==> config.mk <==
export PLATFORM = sky130hd
export DESIGN_NAME = bin2bcd_seq
export DESIGN_NICKNAME = d
export VERILOG_FILES = /design/src/rtl/bin2bcd_seq.sv
export SDC_FILE = /design/constraint.sdc
export NUM_CORES = 1
export LEC_CHECK = 0
export CAP_MARGIN = 25
export CORE_UTILIZATION = 30
export DETAILED_ROUTE_END_ITERATION = 12
export GPL_TIMING_DRIVEN = 1
export PLACE_DENSITY_LB_ADDON = 0.15
export REMOVE_ABC_BUFFERS = 1
export SLEW_MARGIN = 40
export SYNTH_ARGS = -nofsm -noshare
export SYNTH_HDL_FRONTEND = slang
export SYNTH_SLANG_ARGS = --single-unit
==> constraint.sdc <==
create_clock -name clk -period 1.8 [get_ports clk]
set_input_delay 0.36 -clock clk [delete_from_list [all_inputs] [get_ports clk]]
set_output_delay 0.36 -clock clk [all_outputs]
set_load 0.02 [all_outputs]
==> src/rtl/bin2bcd_seq.sv <==
// rtl/bin2bcd_seq.sv - sequential double-dabble binary-to-BCD converter with valid/ready handshakes
module bin2bcd_seq #(
    parameter int W      = 8,
    parameter int DIGITS = 3
) (
    input  logic                  clk,
    input  logic                  rst,
    input  logic                  in_valid,
    output logic                  in_ready,
    input  logic [W-1:0]          bin,
    output logic                  out_valid,
    input  logic                  out_ready,
    output logic [4*DIGITS-1:0]   bcd
);

    localparam int BW = 4 * DIGITS;
    localparam int SW = BW + W;
    localparam int CW = $clog2(W + 1);

    // DIGITS must be able to hold 2^W - 1; catch bad configurations at elaboration
    function automatic bit digits_ok();
        logic [127:0] p10;
        p10 = 128'd1;
        for (int i = 0; i < DIGITS; i++) begin
            p10 = p10 * 128'd10;
        end
        return (W >= 2) && (p10 >= (128'd1 << W));
    endfunction

    if (!digits_ok()) begin : g_cfg_check
        $error("bin2bcd_seq: DIGITS too small for W");
    end

    typedef enum logic [1:0] {
        IDLE = 2'd0,
        CONV = 2'd1,
        DONE = 2'd2
    } state_t;

    state_t         state;
    logic [CW-1:0]  cnt;
    logic [SW-1:0]  shreg;      // {BCD field, binary field}
    logic [BW-1:0]  adj;
    logic [SW-1:0]  shifted;

    // Ready only while idle and not held in reset
    assign in_ready = (state == IDLE) && !rst;

    // Add-3 correction on every digit >= 5, all digits in parallel on the pre-shift value
    always_comb begin
        adj = '0;
        for (int k = 0; k < DIGITS; k++) begin
            if (shreg[W + 4*k +: 4] >= 4'd5) begin
                adj[4*k +: 4] = shreg[W + 4*k +: 4] + 4'd3;
            end else begin
                adj[4*k +: 4] = shreg[W + 4*k +: 4];
            end
        end
    end

    assign shifted = {adj, shreg[W-1:0]} << 1;

    // Control FSM plus datapath: load, W shift steps, then hold the result until taken
    always_ff @(posedge clk or posedge rst) begin
        if (rst) begin
            state     <= IDLE;
            cnt       <= '0;
            shreg     <= '0;
            bcd       <= '0;
            out_valid <= 1'b0;
        end else begin
            case (state)
                IDLE: begin
                    if (in_valid) begin
                        shreg <= {{BW{1'b0}}, bin};
                        cnt   <= CW'(W);
                        state <= CONV;
                    end
                end
                CONV: begin
                    shreg <= shifted;
                    cnt   <= cnt - CW'(1);
                    if (cnt == CW'(1)) begin
                        bcd       <= shifted[SW-1:W];
                        out_valid <= 1'b1;
                        state     <= DONE;
                    end
                end
                DONE: begin
                    if (out_ready) begin
                        out_valid <= 1'b0;
                        state     <= IDLE;
                    end
                end
                default: begin
                    state     <= IDLE;
                    out_valid <= 1'b0;
                end
            endcase
        end
    end

endmodule

==> flow_summary_export.csv, run 1 <==
group,metric,value,unit
clock_tree,insertion_delay,0.29,ns
clock_tree,cts_tree,"yes",
route,drtIter0Drc,107,
logic_synthesis,syn_area_per_cell,10.5,um2
placement,place_inst,289,
sta,fin_crit,1.64,ns
setup_path,crit_buf_inv,2,
sta,max-slew-margin-rel,77.7,%
sta,fin_crit_sh,90.9,%
run_status,outcome,"complete, no violations",
final_layout,fillers,648,
run,cap_violations,0,
setup_path,rr_startpoint,"shreg[16]",
setup_path,crit_chain,"clkdlybuf4s50_1, nor3_1, dlygate4sd2_1",
logic_synthesis,yosysSeqAreaShare,49.4,%
final_layout,area_delta_synth_final,23.8,%
setup_path,crit_path_end_kind,"primary output",
logic_synthesis,ys_types,28,
route,wirelength,3.98,mm
setup_path,critPathArrivalTime,1.28,ns
route,vias_per_cell,4.79,
logic_synthesis,ys_warn_count,0,
final_layout,stdcell_count,297,
clock_tree,root_buffer,"clkbuf_8",
final_layout,ff_latch_area,976,um2
floorplanning,die_x,83.2,um
placement,gp_congestion,0.733,
grt,grt_pass1_wl,7.01,mm
floorplanning,die_area,0.00691,mm2
clock_tree,cts-buffers-inserted,5,
sta,slew_viol_final,0,
logic_synthesis,synth-seq-cells,39,
logic_synthesis,netlist_area,0.00198,mm2
final_layout,post-route-util,38.5,%
logic_synthesis,synth.largest_area_cell,"dfrtp_1",
placement,io_buffers,25,
sta,grt_setup_unrepaired,"no",
setup_path,r2r_slack,0.19,ns
hold_path,hold_path_class,"in2async",
setup_path,reg2reg_to,"bcd[10]",
floorplanning,pin_count,26,
route,route.detailed.drc,0,
floorplanning,core-area,0.00635,mm2
setup_path,crit_type,"in2out",
logic_synthesis,synth_top_area_share,49.4,%
clock_tree,htreeDepth,2,
placement,post-place-ws,-0.109,ns
setup_path,required,1.44,ns
route,ant_nets,0,
placement,dpl.hpwl,2.60,mm
setup_path,crit_path_start_kind,"input pin",
sta,layout_setup_ws,0.165,ns
floorplanning,num_rows,29,
floorplanning,die_y,83.2,um
sta,setup_viol,0,
power,ir_drop,0.634,mV
setup_path,ff2ff_path_depth,6,
clock_tree,cts_hold_repair.buffers,0,
clock_tree,cts.reportedPaths.clkPinSlew,0.08,ns
power,p_leak,1.09,nW
route,vias,1422,
floorplanning,initial_core_util,31.1,%
final_layout,multi_input_area,913,um2
grt,grt_start_max_net_pins,40,
sta,hold_viol_final,0,
clock_tree,numClockSinks,39,
setup_path,path_delay_family,"buffers and inverters",
grt,track_usage,12.6,%
power,powerDensity,1820,mW/mm2
final_layout,antennaDiodeCount,0,
route,drt-pass1-iter-count,4,
grt,grt_overflow_total,0,
route,wire_per_inst,13.4,um
final_layout,drive_above_1_share,11.8,%
grt,antenna_found_initial,0,
clock_tree,cts_buffer_depth,2,
logic_synthesis,synthTopCellsByArea,"dfrtp_1, ha_1, o21ai_0, mux2_4, a21oi_1",
setup_path,crit_path_max_fanout,2,
sta,worst_slew_pin_slew,0.334,ns
grt,grt_pass1_vias,1405,
sta,finalClockSkew,0.00740,ns
setup_path,cp_slowest_cell,"clkdlybuf4s50_1",
setup_path,max_stage_delay,0.42,ns
sta,max_freq,611,MHz
logic_synthesis,syn_inst,188,
final_layout,num-nets-final,239,
-- per-stage QoR --
stage | area (um2) | setup TNS (ns) | hold WS (ns) | power [mW]
6_report | 2450 | 0 | 0.450 | 4.44
5_1_grt | 2450 | 0 | 0.501 | 4.82
4_1_cts | 2450 | 0 | 0.474 | 4.51
3_5_place_dp | 2350 | -0.109 | 0.477 | 3.83
3_3_place_gp | 2350 | -0.0955 | 0.470 | 3.81
2_1_floorplan | 1920 | 0 | 0.466 | 3.05
-- cell type report --
class                   count  share of cell area [%]
flip-flops and latches     39                    39.9
clock buffers               8                    4.09
inverters                   9                    1.38
well taps                  77                    3.94
multi-input cells         132                    37.3
repair buffers             32                    13.4
-- cells in the mapped netlist --
cell,instances
buf_6,2
o21ai_1,7
nor3b_1,5
nand2b_1,5
nand2_1,17
nor2b_2,1
a22o_1,7
o21ai_0,18
a21oi_1,17
clkbuf_1,2
nor3b_4,1
mux2_4,6
nand3_1,3
nor2_1,2
a22oi_1,7
inv_1,9
nor3_1,5
buf_2,3
nand3b_1,1
nor2b_1,11
ha_1,8
a21oi_2,2
buf_4,1
mux2i_1,4
o21bai_2,1
dfrtp_1,39
nand2_8,1
xnor2_1,3
-- how the worst max path moves through the flow --
| stage | from | endpoint | slack, ns | cells past startpoint |
|---|---|---|---|---|
| CTS | rst | in_ready | 0.16 | 3 |
| global route | shreg[16] | bcd[10] | 0.06 | 6 |
| finish | rst | in_ready | 0.16 | 3 |
| global placement | rst | in_ready | -0.1 | 3 |
| detailed placement | rst | in_ready | -0.11 | 3 |
| floorplan | state[0] | bcd[0] | 0.03 | 3 |
-- state kept, by name, summed over array words and instances, names as in the netlist --
register,cells
bcd,12
cnt,4
out_valid,1
shreg,20
state,2
-- cell usage in the layout (no fill, tap or decap) --
| cell type | instances |
|---|---|
| a21oi_1 | 17 |
| a21oi_2 | 2 |
| a22o_1 | 7 |
| a22oi_1 | 7 |
| buf_12 | 2 |
| buf_4 | 5 |
| clkbuf_1 | 1 |
| clkbuf_8 | 7 |
| clkdlybuf4s50_1 | 24 |
| dfrtp_1 | 39 |
| dlygate4sd2_1 | 1 |
| ha_1 | 8 |
| inv_1 | 9 |
| mux2_4 | 6 |
| mux2i_1 | 4 |
| nand2_1 | 17 |
| nand2_8 | 1 |
| nand2b_1 | 5 |
| nand3_1 | 3 |
| nand3b_1 | 1 |
| nor2_1 | 2 |
| nor2b_1 | 11 |
| nor2b_2 | 1 |
| nor3_1 | 5 |
| nor3b_1 | 5 |
| nor3b_4 | 1 |
| o21ai_0 | 18 |
| o21ai_1 | 7 |
| o21bai_2 | 1 |
| xnor2_1 | 3 |
-- per-layer routing --
metal,wire [um],global-route usage (%),vias up
met5,0,0,-
li1,-,-,721
met4,18,3.29,0
met3,112,2.68,2
met1,2060,18.4,670
met2,1790,18.9,29
-- kinds of logic after synthesis --
kind of cell,share of synthesized area [%]
buffers and inverters,4.37
DFF,49.4
adders and majority gates,5.07
xor gates and xnor gates,1.33
and+or+nand+nor,15.4
AOI/OAI and AO/OA,17.9
muxes,6.59
-- where the power goes --
| group | total [mW] | switching, mW | internal (mW) |
|---|---|---|---|
| Sequential | 1.59 | 0.324 | 1.27 |
| Combinational | 2.19 | 1.13 | 1.07 |
| Clock | 0.655 | 0.305 | 0.350 |
-- worst register-to-register path, cell delays in order (launching register included) --
cell,delay [ns]
dfrtp_1,0.42
inv_1,0.07
ha_1,0.24
nand2b_1,0.07
a21oi_1,0.26
mux2i_1,0.15
mux2_4,0.28
-- timing repair --
item / CTS / global route
buffers inserted: 0 / 0
setup endpoints to repair: 1 / 0
resized for setup: 1 / 0
endpoints found under the hold margin: 0 / 0
Power figures use the tool's default switching activity.
==> run 2, diff against run 1 <==
--- a/config.mk
+++ b/config.mk
@@ -6,6 +6,7 @@
 export NUM_CORES = 1
 export LEC_CHECK = 0
 export CAP_MARGIN = 25
+export CORE_MARGIN = 2
 export CORE_UTILIZATION = 30
 export DETAILED_ROUTE_END_ITERATION = 12
 export GPL_TIMING_DRIVEN = 1
==> run 2 against run 1 <==
  * Register-to-register slack better by 0.02 ns
  * Clock-buffer cell count is 2 lower
  * Via count hardly changed
  * Highest routed layer unchanged
  * Largest cell class unchanged
  * Clock power is 16% higher
  * Critical path type unchanged
  * Critical endpoint unchanged
  * Combinational power hardly changed
==> flow_summary_export.csv, run 2 (synthesized netlist as in run 1, its figures left out) <==
group,metric,value,unit
grt,antenna_found_initial,0,
setup_path,crit_path_start_kind,"input pin",
route,wire_per_inst,13.3,um
clock_tree,numClockSinks,39,
final_layout,antennaDiodeCount,0,
floorplanning,core-area,0.00635,mm2
sta,fin_crit_sh,90.4,%
sta,fin_crit,1.63,ns
setup_path,critPathArrivalTime,1.27,ns
run,cap_violations,0,
setup_path,crit_type,"in2out",
final_layout,post-route-util,39.0,%
clock_tree,cts_setup_buffers,0,
power,powerDensity,1840,mW/mm2
grt,grt_start_max_net_pins,40,
final_layout,area_delta_synth_final,25.2,%
grt,track_usage,12.4,%
route,vias_per_cell,4.74,
final_layout,top_regs,"shreg x20, bcd x12, cnt x4",
sta,slew_viol_final,0,
clock_tree,cts.reportedPaths.clkPinSlew,0.08,ns
route,ant_nets,0,
clock_tree,root_buffer,"clkbuf_8",
floorplanning,num_rows,29,
floorplanning,initial_core_util,31.1,%
grt,grt_pass1_wl,7.09,mm
clock_tree,cts_hold_repair.buffers,0,
power,p_leak,1.11,nW
sta,grt_setup_unrepaired,"no",
route,route.detailed.drc,0,
placement,gp_congestion,0.770,
final_layout,fillers,640,
clock_tree,cts-buffers-inserted,5,
final_layout,final_cell_mix,"dfrtp_1, clkdlybuf4s50_1, o21ai_0, a21oi_1, nand2_1",
grt,grt_overflow_total,0,
floorplanning,pin_count,26,
final_layout,top_register,"shreg",
route,wirelength,3.98,mm
run_status,outcome,"complete, no violations",
route,drt-pass1-iter-count,4,
sta,fin_setup_tns,0,ns
final_layout,final_area,0.00247,mm2
route,vias,1423,
placement,postPlaceCellArea,0.00236,mm2
final_layout,largest_reg_flops,20,
floorplanning,die_area,0.00725,mm2
setup_path,max_stage_delay,0.42,ns
sta,max-slew-margin-rel,77.8,%
route,drtIter0Drc,125,
final_layout,final_common_cell,"dfrtp_1",
setup_path,cp_slowest_cell,"clkdlybuf4s50_1",
setup_path,crit_path_end_kind,"primary output",
setup_path,crit_chain,"clkdlybuf4s50_1, nor3_1, dlygate4sd2_1",
placement,post-place-ws,-0.105,ns
placement,io_buffers,25,
power,ir_drop,0.746,mV
clock_tree,insertion_delay,0.29,ns
final_layout,num-nets-final,242,
clock_tree,cts_buffer_depth,2,
sta,worst_slew_pin_slew,0.332,ns
setup_path,crit_path_max_fanout,2,
placement,dpl.hpwl,2.67,mm
setup_path,crit_buf_inv,2,
floorplanning,die_x,85.2,um
hold_path,hold_path_class,"in2async",
clock_tree,cts_tree,"yes",
sta,setup_viol,0,
sta,max_freq,615,MHz
sta,whs,0.453,ns
grt,grt_pass1_vias,1468,
sta,layout_setup_ws,0.174,ns
setup_path,path_delay_family,"buffers and inverters",
setup_path,required,1.44,ns
final_layout,drive_above_1_share,13.5,%
sta,finalClockSkew,0.00714,ns
floorplanning,die_y,85.2,um
clock_tree,htreeDepth,2,
sta,hold_viol_final,0,
-- run 2: cell count changes in the layout (fill, tap and decap cells not counted), sizes merged --
cell / previous run / this run
clkinv: 0 / 1
bufinv: 0 / 1
clkbuf: 8 / 6
buf: 7 / 10
-- run 2: worst paths after layout --
check	from	to	slack (ns)	cells past startpoint
worst min-delay path	rst	cnt[2]	0.45	3
worst min register to register	bcd[11]	bcd[11]	0.49	2
max in group asynchronous	rst	bcd[3]	1.14	3
worst max register to register	shreg[8]	bcd[2]	0.21	6
min in group clk	bcd[11]	bcd[11]	0.49	2
worst max-delay path	rst	in_ready	0.17	3
-- run 2: tightest hold or removal path, cell delays in order --
cell	delay, ns
clkdlybuf4s50_1	0.42
inv_1	0.10
buf_12	0.23
-- run 2: area by class of cell --
type	count	area (um2)	share of cell area [%]
Timing Repair Buffer	35	337	13.6
Sequential cell	39	976	39.5
Multi-Input combinational cell	132	913	36.9
Inverter	9	33.8	1.37
Clock inverter	2	35.0	1.42
Clock buffer	6	82.6	3.34
Tap cell	77	96.3	3.89
-- run 2: through the flow --
step | power, mW | cells
after floorplan | 3.05 | 180
after global placement | 3.81 | 292
after detailed placement | 3.84 | 292
after CTS | 4.62 | 300
after global routing | 4.97 | 300
final | 4.55 | 300
-- run 2: layer usage --
metal / wire length, um / vias to the layer above / global-route usage [%]
met5: 0 / - / 0
met4: 35 / 0 / 4.76
met3: 143 / 2 / 2.92
met2: 1750 / 31 / 18.4
met1: 2050 / 666 / 17.5
li1: - / 724 / -
-- run 2: timing repair --
action                     CTS  global route
gates resized for setup      1             0
hold endpoints to repair     0             0
setup endpoints to repair    1             0
-- run 2: power by group --
group	total, mW	internal (mW)	switching [mW]
registers	1.59	1.27	0.325
logic	2.19	1.07	1.13
clock network	0.758	0.449	0.310
total	4.55	2.79	1.76
==> run 3, diff against run 2 <==
--- a/config.mk
+++ b/config.mk
@@ -6,7 +6,7 @@
 export NUM_CORES = 1
 export LEC_CHECK = 0
 export CAP_MARGIN = 25
-export CORE_MARGIN = 2
+export CORE_MARGIN = 3
 export CORE_UTILIZATION = 30
 export DETAILED_ROUTE_END_ITERATION = 12
 export GPL_TIMING_DRIVEN = 1
==> run 3 against run 2 <==
  * First-iteration DRC count shrank 46%
  * Die area grew 4.8%
  * Power shrank 3.1%
  * Sequential share of layout area grew 0.57 points
  * Clock skew shrank 0.0025 ns
  * Fmax is essentially flat
  * Combinational power is essentially flat
  * Clock power shrank 14%
  * Critical path depth grew 3
  * Via count shrank 0.84%
  * Largest cell class unchanged
  * Highest routed layer unchanged
==> flow_summary_export.csv, run 3 (synthesized netlist as in run 1, its figures left out) <==
group,metric,value,unit
setup_path,required,2.04,ns
clock_tree,root_buffer,"clkbuf_8",
power,power.switching,1.74,mW
final_layout,ff_latch_area,976,um2
setup_path,reg2reg_to,"bcd[10]",
route,ant_nets,0,
sta,hold_viol_final,0,
placement,dpl.hpwl,2.67,mm
placement,io_buffers,25,
setup_path,crit_end,"bcd[10]",
sta,max-slew-margin-rel,77.2,%
sta,fin_setup_tns,0,ns
clock_tree,cts_buffer_depth,2,
final_layout,largest_reg_flops,20,
run,cap_violations,0,
route,wirelength,3.93,mm
setup_path,ff2ff_path_depth,6,
setup_path,critPathArrivalTime,1.86,ns
grt,antenna_found_initial,0,
final_layout,top_regs,"shreg x20, bcd x12, cnt x4",
final_layout,fillers,605,
clock_tree,htreeDepth,2,
route,wire_per_inst,13.3,um
setup_path,crit_path_end_kind,"flip-flop",
setup_path,crit_chain,"inv_1, ha_1, nand2b_1, a21oi_1, mux2i_1, mux2_4",
setup_path,r2r_slack,0.17,ns
route,drtIter0Drc,67,
setup_path,crit_path_start_kind,"flip-flop",
grt,track_usage,11.7,%
sta,finalClockSkew,0.00459,ns
grt,grt_start_max_net_pins,40,
run_status,outcome,"complete, no violations",
setup_path,path_delay_family,"multiplexers",
route,vias,1411,
setup_path,crit_path_max_fanout,5,
sta,setup_viol,0,
final_layout,antennaDiodeCount,0,
placement,gp_congestion,0.753,
clock_tree,cts.reportedPaths.clkPinSlew,0.08,ns
route,vias_per_cell,4.77,
clock_tree,cts_tree,"yes",
sta,worst_slew_pin_slew,0.342,ns
power,powerDensity,1810,mW/mm2
sta,fin_crit_sh,90.3,%
setup_path,max_stage_delay,0.42,ns
route,drt-pass1-iter-count,4,
clock_tree,cts-buffers-inserted,5,
setup_path,crit_type,"reg2reg",
setup_path,path_depth,6,
sta,max_freq,615,MHz
setup_path,crit_buf_inv,1,
power,p_int,2.67,mW
final_layout,multi_input_area,913,um2
floorplanning,die_x,87.2,um
grt,grt_pass1_wl,6.92,mm
final_layout,final_cell_mix,"dfrtp_1, clkdlybuf4s50_1, o21ai_0, a21oi_1, nand2_1",
final_layout,top_register,"shreg",
final_layout,num-nets-final,240,
floorplanning,pin_count,26,
clock_tree,insertion_delay,0.29,ns
route,route.detailed.drc,0,
power,p_leak,1.09,nW
power,pwr-share-comb,49.0,%
setup_path,cp_slowest_cell,"dfrtp_1",
setup_path,rr_startpoint,"shreg[16]",
power,p_seq_share,36.1,%
grt,grt_pass1_vias,1393,
final_layout,drive_above_1_share,12.2,%
sta,grt_setup_unrepaired,"no",
grt,grt_overflow_total,0,
floorplanning,die_y,87.2,um
hold_path,hold_path_class,"in2async",
floorplanning,die_area,0.00760,mm2
floorplanning,initial_core_util,32.2,%
power,power_switching_share,39.4,%
power,ir_drop,0.779,mV
floorplanning,core-area,0.00613,mm2
sta,slew_viol_final,0,
floorplanning,num_rows,28,
sta,fin_crit,1.63,ns
setup_path,startpoint,"shreg[16]",
power,power,4.41,mW
final_layout,area_delta_synth_final,23.4,%
clock_tree,numClockSinks,39,
final_layout,final_common_cell,"dfrtp_1",
power,clkPwrFrac,14.8,%
run 3: cell types whose count changed in the layout (fill, tap and decap cells not counted), sizes merged:
cell	before	now
buf	10	8
bufinv	1	0
clkbuf	6	8
clkinv	1	0
run 3: power by group through the flow:
stage	logic, mW	clock network, mW	registers, mW
floorplan	1.31	0	1.74
global placement	2.17	0	1.61
detailed placement	2.20	0	1.61
CTS	2.20	0.681	1.60
global route	2.43	0.722	1.66
finish	2.16	0.654	1.59
run 3: timing repair:
item | 4_1_cts | 5_1_grt
endpoints found under the setup margin | 1 | 0
hold buffers | 0 | 0
buffers inserted | 0 | 0
gates resized for setup | 1 | 0
run 3: worst min path at each step:
| stage | start | cells past startpoint | end | slack (ns) |
|---|---|---|---|---|
| floorplan | shreg[9] | 2 | shreg[9] | 0.47 |
| global placement | bcd[8] | 2 | bcd[8] | 0.47 |
| detailed placement | bcd[1] | 2 | bcd[1] | 0.48 |
| CTS | rst | 3 | shreg[3] | 0.45 |
| global route | rst | 3 | shreg[7] | 0.47 |
| finish | rst | 3 | shreg[3] | 0.45 |
run 3: layout make-up:
cell class,count,area share (%)
flip-flops and latches,39,40.0
multi-input cells,132,37.5
repair buffers,33,13.2
clock buffers,8,4.10
well taps,75,3.85
inverters,9,1.39
run 3: stage by stage:
step | area, um2 | utilization (%) | worst slack (ns) | hold slack [ns] | std cells
2_1_floorplan | 1920 | - | 0.0294 | 0.466 | 180
3_3_place_gp | 2340 | 38.2 | -0.0966 | 0.469 | 288
3_5_place_dp | 2340 | 38.2 | -0.0836 | 0.476 | 288
4_1_cts | 2440 | 39.8 | 0.165 | 0.451 | 296
5_1_grt | 2440 | 39.8 | 0.0538 | 0.470 | 296
6_report | 2440 | 39.8 | 0.175 | 0.445 | 296
run 3: metal layers:
layer	track usage, %	routed length (um)	up-vias
met1	16.5	2020	657
met5	0	0	-
li1	-	-	719
met2	16.6	1660	28
met3	3.03	163	7
met4	5.86	83	0
run 3: worst reg2reg max path: cells and delay by family (launching register included):
kind | cells | cell delay [ns]
flops | 1 | 0.42
mux | 2 | 0.51
buf+inv | 1 | 0.07
simple gates | 1 | 0.08
fa+ha+maj | 1 | 0.24
compound gates | 1 | 0.25
